### src/rtl/alu_share_arbiter.sv
// alu_share_arbiter: lets two requesters take turns on one ALU_generalizado.
// A request is granted in IDLE, its operands are registered, the ALU is
// evaluated in EXEC, and the result is held in RESP until the consumer takes
// it.
// Optional feature: define ALU_ARB_ROUNDROBIN_EN to break ties in favour of
// the requester that did not win last time. When the macro is left undefined,
// requester 0 always wins a tie.

// Shared ALU. The 3-bit operation codes are:
//   000 add, 001 sub, 010 and, 011 or, 100 xor,
//   101 shift left by b[log2(n_bits)-1:0], 110 logical shift right, 111 no-op.
// The overflow flag reports two's-complement overflow of add and sub.
module ALU_generalizado #(
    parameter int n_bits = 16
) (
    input  logic [n_bits-1:0] a_i,
    input  logic [n_bits-1:0] b_i,
    input  logic [2:0]        op_i,
    output logic [n_bits-1:0] result_o,
    output logic              overflow_o
);
    localparam int SH_W = (n_bits > 1) ? $clog2(n_bits) : 1;

    logic [n_bits-1:0] sum;
    logic [n_bits-1:0] diff;
    logic [SH_W-1:0]   sh;

    assign sum  = a_i + b_i;
    assign diff = a_i - b_i;
    assign sh   = b_i[SH_W-1:0];

    // Operation decode; overflow is derived from the operand and result sign bits.
    always_comb begin
        // NOTE: every output gets a default first so no path leaves it unassigned (no latch).
        result_o   = '0;
        overflow_o = 1'b0;
        case (op_i)
            3'b000: begin
                result_o   = sum;
                overflow_o = (a_i[n_bits-1] == b_i[n_bits-1]) && (sum[n_bits-1] != a_i[n_bits-1]);
            end
            3'b001: begin
                result_o   = diff;
                overflow_o = (a_i[n_bits-1] != b_i[n_bits-1]) && (diff[n_bits-1] != a_i[n_bits-1]);
            end
            3'b010:  result_o = a_i & b_i;
            3'b011:  result_o = a_i | b_i;
            3'b100:  result_o = a_i ^ b_i;
            3'b101:  result_o = a_i << sh;
            3'b110:  result_o = a_i >> sh;
            default: result_o = '0;
        endcase
    end
endmodule

module alu_share_arbiter #(
    parameter int N_BITS = 16
) (
    input  logic              clk,
    input  logic              rst,
    input  logic [1:0]        req_valid,
    output logic [1:0]        req_ready,
    input  logic [N_BITS-1:0] req0_a,
    input  logic [N_BITS-1:0] req0_b,
    input  logic [N_BITS-1:0] req1_a,
    input  logic [N_BITS-1:0] req1_b,
    input  logic [2:0]        req0_op,
    input  logic [2:0]        req1_op,
    output logic              resp_valid,
    input  logic              resp_ready,
    output logic              resp_id,
    output logic [N_BITS-1:0] resp_result,
    output logic              resp_overflow,
    output logic              resp_error,
    output logic              busy
);
    typedef enum logic [1:0] {
        S_IDLE = 2'd0,
        S_EXEC = 2'd1,
        S_RESP = 2'd2
    } state_e;

    localparam logic [2:0] OP_NOP = 3'b111;

`ifdef ALU_ARB_ROUNDROBIN_EN
    localparam bit RR_EN = 1'b1;
`else
    localparam bit RR_EN = 1'b0;
`endif

    state_e            state_q;
    logic [N_BITS-1:0] a_q;
    logic [N_BITS-1:0] b_q;
    logic [2:0]        op_q;
    logic              id_q;
    logic              last_grant_q;
    logic              resp_valid_q;
    logic              resp_id_q;
    logic [N_BITS-1:0] resp_result_q;
    logic              resp_overflow_q;
    logic              resp_error_q;
    logic              busy_q;

    logic              accept;
    logic              grant_d;
    logic [N_BITS-1:0] a_d;
    logic [N_BITS-1:0] b_d;
    logic [2:0]        op_d;
    logic [N_BITS-1:0] alu_result;
    logic              alu_overflow;

    // The ALU only ever sees registered operands, so neither front end drives it directly.
    ALU_generalizado #(
        .n_bits(N_BITS)
    ) u_alu (
        .a_i       (a_q),
        .b_i       (b_q),
        .op_i      (op_q),
        .result_o  (alu_result),
        .overflow_o(alu_overflow)
    );

    assign accept = (state_q == S_IDLE) && (req_valid != 2'b00);

    // Winner selection: a lone requester wins outright; a tie goes to 0 or alternates.
    always_comb begin
        grant_d = 1'b0;
        if (req_valid == 2'b11) begin
            grant_d = RR_EN ? ~last_grant_q : 1'b0;
        end else if (req_valid[1]) begin
            grant_d = 1'b1;
        end
    end

    // Grant strobe and operand mux for the selected requester.
    always_comb begin
        req_ready = 2'b00;
        if (accept) begin
            req_ready = grant_d ? 2'b10 : 2'b01;
        end
        a_d  = grant_d ? req1_a  : req0_a;
        b_d  = grant_d ? req1_b  : req0_b;
        op_d = grant_d ? req1_op : req0_op;
    end

    // Control FSM together with the operand and response registers.
    always_ff @(posedge clk) begin
        // NOTE: state is updated with non-blocking assignments so every register samples pre-edge values.
        if (rst) begin
            state_q         <= S_IDLE;
            a_q             <= '0;
            b_q             <= '0;
            op_q            <= OP_NOP;
            id_q            <= 1'b0;
            last_grant_q    <= 1'b1;
            resp_valid_q    <= 1'b0;
            resp_id_q       <= 1'b0;
            resp_result_q   <= '0;
            resp_overflow_q <= 1'b0;
            resp_error_q    <= 1'b0;
            busy_q          <= 1'b0;
        end else begin
            case (state_q)
                S_IDLE: begin
                    if (accept) begin
                        a_q          <= a_d;
                        b_q          <= b_d;
                        op_q         <= op_d;
                        id_q         <= grant_d;
                        last_grant_q <= grant_d;
                        busy_q       <= 1'b1;
                        state_q      <= S_EXEC;
                    end
                end
                S_EXEC: begin
                    resp_id_q    <= id_q;
                    resp_valid_q <= 1'b1;
                    if (op_q == OP_NOP) begin
                        resp_result_q   <= '0;
                        resp_overflow_q <= 1'b0;
                        resp_error_q    <= 1'b1;
                    end else begin
                        resp_result_q   <= alu_result;
                        resp_overflow_q <= alu_overflow;
                        resp_error_q    <= 1'b0;
                    end
                    state_q <= S_RESP;
                end
                S_RESP: begin
                    if (resp_ready) begin
                        resp_valid_q <= 1'b0;
                        busy_q       <= 1'b0;
                        state_q      <= S_IDLE;
                    end
                end
                default: begin
                    resp_valid_q <= 1'b0;
                    busy_q       <= 1'b0;
                    state_q      <= S_IDLE;
                end
            endcase
        end
    end

    // Invariant: the last grant always names the owner of the request in flight.
    always_ff @(posedge clk) begin
        if (!rst && state_q == S_EXEC) begin
            assert (last_grant_q == id_q);
        end
    end

    assign resp_valid    = resp_valid_q;
    assign resp_id       = resp_id_q;
    assign resp_result   = resp_result_q;
    assign resp_overflow = resp_overflow_q;
    assign resp_error    = resp_error_q;
    assign busy          = busy_q;
endmodule

### config.mk
export PLATFORM = sky130hd
export DESIGN_NAME = alu_share_arbiter
export DESIGN_NICKNAME = d
export VERILOG_FILES = /design/src/rtl/alu_share_arbiter.sv
export SDC_FILE = /design/constraint.sdc
export NUM_CORES = 1
export LEC_CHECK = 0
export CAP_MARGIN = 20
export CORE_ASPECT_RATIO = 0.7
export CORE_UTILIZATION = 35
export DETAILED_ROUTE_END_ITERATION = 10
export PLACE_DENSITY = 0.62
export RECOVER_POWER = 100
export SLEW_MARGIN = 5
export SYNTH_ARGS = -nofsm -noshare
export SYNTH_HDL_FRONTEND = slang
export SYNTH_HIERARCHICAL = 1
export SYNTH_SLANG_ARGS = --single-unit
### constraint.sdc
create_clock -name clk -period 8.4 [get_ports clk]
set_input_delay 1.26 -clock clk [delete_from_list [all_inputs] [get_ports clk]]
set_output_delay 1.26 -clock clk [all_outputs]
set_load 0.02 [all_outputs]
Word level (Yosys, flattened, before mapping)
Cells that the tools add are included.
{"block": "op_classes", "add_sub_neg": 2, "eq_ne": 16, "bitwise_logic": 5, "reduce_logical": 10, "shift": 2, "muxes": 19}
{"operator": "$pmux W16 S7", "count": 1}
{"operator": "$mux W16", "count": 3}
{"operator": "$add A16 B16 Y16", "count": 1}
{"operator": "$and A16 B16 Y16", "count": 1}
{"operator": "$or A16 B16 Y16", "count": 1}
{"operator": "$shl A16 B4 Y16", "count": 1}
{"operator": "$shr A16 B4 Y16", "count": 1}
{"operator": "$sub A16 B16 Y16", "count": 1}
{"operator": "$xor A16 B16 Y16", "count": 1}
{"operator": "$eq A3 B3 Y1 const B", "count": 4}
{"operator": "$mux W2", "count": 4}
{"operator": "$eq A3 B2 Y1 const B", "count": 2}
{"operator": "$mux W1", "count": 6}
{"operator": "$pmux W1 S3", "count": 2}
{"operator": "$pmux W2 S3", "count": 1}
{"operator": "$reduce_and A2 Y1", "count": 3}
{"operator": "$eq A2 B2 Y1 const B", "count": 2}
{"operator": "$ne A2 B2 Y1 const B", "count": 2}
{"operator": "$eq A3 B1 Y1 const B", "count": 1}
{"operator": "$logic_and A1 B1 Y1", "count": 3}
{"operator": "$logic_not A3 Y1", "count": 1}
{"operator": "$mux W3", "count": 1}
{"operator": "$ne A1 B1 Y1", "count": 3}
{"operator": "$reduce_and A3 Y1", "count": 1}
{"operator": "6 further kinds", "count": 7}
{"block": "totals", "elab_cells": 65, "register_bits": 59, "in_bits": 75, "output_inout_bits": 23}

Depth between registers and ports, before layout
{"block": "depth", "depth_word": 5, "ltp_mapped": 12, "mapped_depth_nobuf": 11}

Hierarchy
The synthesis kept the hierarchy.
{"module": "ALU_generalizado", "cells_each": 520, "area_per_inst_um2": 3514.6, "seq_area_each_um2": 0.0, "instances": 1}
{"module": "alu_share_arbiter", "cells_each": 194, "area_per_inst_um2": 2197.1, "seq_area_each_um2": 1181.1, "instances": 1}

Worst setup path before layout
Ideal clock, no wire load.
{"block": "synth_timing", "path_kind": "input-to-output", "startpoint": "input port req_valid[0]", "endpoint": "output port req_ready[1]", "stages": 3, "n_path_buf": 2, "arrival_ns": 1.959, "slack_ns": 5.181, "t_required_ns": 7.140, "cell_sequence": "clkbuf_1 clkbuf_1 nor2_1"}
{"block": "synth_via", "elab_chain_cells": 4, "word_cells_on_any_way": 6, "classes_between": "eq/ne (1); mux (3); reduce/logical (2)"}
{"element": "start: declaration", "line": "61", "rtl": "input logic [1:0] req_valid,"}
{"element": "$eq A2 B2 Y1", "line": "128", "rtl": "if (req_valid == 2'b11) begin"}
{"element": "$mux W1", "line": "128"}
{"element": "$mux W2", "line": "139", "rtl": "req_ready = grant_d ? 2'b10 : 2'b01;"}
{"element": "$mux W2 *", "line": "138", "rtl": "if (accept) begin"}
{"element": "end: declaration", "line": "62", "rtl": "output logic [1:0] req_ready,"}
Mark *: on every way between the ends. The rest lies on a longest branch, timed or not.

Worst setup path in the final report
Same ends and word-level chain as after synthesis.

==> results.yml <==
hold_path:
  hold_depth: 2
  hp-start: "resp_error"
  min_path_type: "reg -> reg"
  hold_end: "resp_error"
finish:
  drive_gt1_share_pct: 9.068
  syn_to_final_growth_pct: 23.15
  num-nets-final: 906
  multi_input_area_mm2: 0.004070
  seqCellArea_mm2: 0.001182
  fin_area_mm2: 0.007034
  fillers: 1566
  antenna_cells: 0
synth:
  ys_top_cells_by_area: "dfxtp_1, ha_1, a21oi_1"
  synth_top_cell_by_area: "dfxtp_1"
  synth.distinct_cells: 71
  syn_avg_cell_area_um2: 8.000
  netlist_area_mm2: 0.005712
  synth.ff_latch_count: 59
  synth.most_common_cell: "nor2_1"
  synth.top_cell.area_share_pct: 20.68
  ys_warn_count: 6
  synthesis.instances: 714
  synthArstFlopShare_pct: 0
  synth_edf_count: 0
  syn_nets: 841
  yosysSeqAreaShare_pct: 20.68
  synth_flop_cell: "dfxtp_1"
  synth_commonest_cells: "nor2_1, a21oi_1, dfxtp_1"
worst_setup_path:
  reg2regPathDepth: 11
  crit_required_ps: 7140
  endpoint_kind: "output port"
  crit_type: "in -> out"
  reg2reg_from: "b_q[1]"
  r2r-end: "resp_result[15]"
  critPathMaxFanout: 25
  setup.worst_path.start_class: "input pin"
  cp_data_arrival_time_ps: 3700
  reg2reg_slack_ps: 4720
floorplan:
  coreArea_mm2: 0.01574
  rows: 38
  die_area_mm2: 0.01684
  die_h_um: 108.9
  ioPinCount: 98
  dieWidth_um: 154.7
  start_util_pct: 36.29
drt:
  vias: 6043
  drt_first_pass_iters: 7
  wl_um: 21620
  drc_errors: 0
  viasPerCell: 6.025
  antenna_left: 0
  post_drt_wl_per_cell_um: 21.55
  drtIter0Drc: 622
timing:
  finClkSkew_ps: 10.29
  hold_viol: 0
  worst_slew_pin_slew_ps: 2670
  final_max_slew_viol_count: 54
  rsz0062_at_grt: "no"
  period_needed_ps: 4962
  fmax_ghz: 0.2015
  setup_slack_ps: 3438
  setup_viol: 0
  relSlewSlack_pct: -79.21
  finalSetupTns_ps: 0
  post-route-period-util_pct: 59.07
clock_tree:
  cts_tree: "built"
  clock_latency_ps: 340
  clock_path_buffers: 2
  cts_setup_buffers: 0
  clock-sinks: 59
  cts-resized-gates: 0
  cts_made_buffers: 9
  htree_levels: 3
  cts_hold_buf: 0
  cts-root-buf: "clkbuf_16"
  clk_pin_slew_worst_paths_ps: 60
power_and_ir_drop:
  pwr_density_cell_mw_per_mm2: 171.6
  leakage_nw: 2.674
  combPwrFrac_pct: 43.5
  ir_worst_vdd_v: 0.00008546
  fin_total_pwr_mw: 1.207
  swShare_pct: 40.77
  internal_power_uw: 715.0
  power.share.clock_pct: 28.2
  power.switching_uw: 492.1
  pwr-share-seq_pct: 28.3
grt:
  antenna_found_initial: 0
  grt_pass1_vias: 5346
  grt_max_degree: 71
  grt_pass1_wl_um: 32310
  grt_overflow: 0
  grt_use_total_pct: 25.78
placement:
  io_buffers: 97
  post-dp-hpwl_um: 16680
  placed_area_mm2: 0.006787
  pre_cts_slack_ps: 3958
  routabilityCongestion: 0.9807
flow_run:
  drv_cap: 2
run_status:
  violations: "max-capacitance violations, max-slew violations"
  status: "finished with violations"
-- kinds of logic after synthesis --
logic type	count (synthesis)	share of synthesized area (%)
xor gates and xnor gates	12	1.840
adders and majority gates	52	11.65
buffers and inverters	106	7.798
muxes	31	7.470
and+or+nand+nor	180	15.27
DFF	59	20.68
AOI/OAI and AO/OA	274	35.29
-- per-layer routing --
layer	track usage [%]	wire, um
met5	0	0
met4	4.809	297
met3	6.320	1871
met2	36.30	8457
met1	39.03	10990
-- layout by cell type, fill, tap and decap left out, types with 12 or more instances in the layout --
cell,n
a21oi_1,61
a22o_2,15
a22oi_1,34
clkdlybuf4s50_1,73
dfxtp_1,58
dlygate4sd3_1,24
ha_1,50
inv_1,51
mux2i_1,19
nand2_1,29
nand3_1,12
nor2_1,69
nor3_1,15
o21ai_0,31
o2bb2ai_1,32
-- critical path, stage by stage --
cell,delay (ps)
dlygate4sd3_1,990
clkbuf_1,750
nor2_1,130
clkdlybuf4s50_1,570
-- layout make-up --
cell class                 instances  area share [%]
timing repair buffer             108           14.82
sequential                        59           16.81
clock buffer                      10           3.397
inverter                          52           2.775
clock inverter                     5          0.4269
multi-input combinational        549           57.86
tap                              220           3.913
-- worst max-delay path by stage --
stage | startpoint | slack, ps | endpoint
after floorplan | req_valid[0] | 5180 | req_ready[1]
after global placement | req_valid[0] | 4010 | req_ready[1]
after detailed placement | req_valid[0] | 3960 | req_ready[1]
after CTS | req_valid[0] | 3950 | req_ready[1]
after global routing | req_valid[0] | 3310 | req_ready[1]
final | req_valid[0] | 3440 | req_ready[1]
-- per-stage QoR --
stage / std cells / util, % / hold WS, ps
2_1_floorplan: 714 / - / 431.6
5_1_grt: 1003 / 44.70 / 464.1
3_3_place_gp: 986 / 43.08 / 445.2
4_1_cts: 1002 / 44.83 / 454.4
6_report: 1003 / 44.70 / 451.1
3_5_place_dp: 987 / 43.12 / 446.8
-- state kept, by name (all words and copies together), names as in the netlist --
register       cells
resp_id            1
op_q               3
resp_result       16
b_q               16
resp_overflow      1
state_q            2
resp_valid         1
a_q               16
busy               1
id_q               1
resp_error         1
-- power by group through the flow --
stage               clock, mW  sequential (mW)  combinational (mW)
floorplan                   0            0.335               0.346
global placement            0            0.346               0.514
detailed placement          0            0.346               0.514
CTS                     0.343            0.341               0.516
global route            0.357            0.345               0.565
finish                  0.340            0.341               0.525
(Power assumes the default switching activity.)
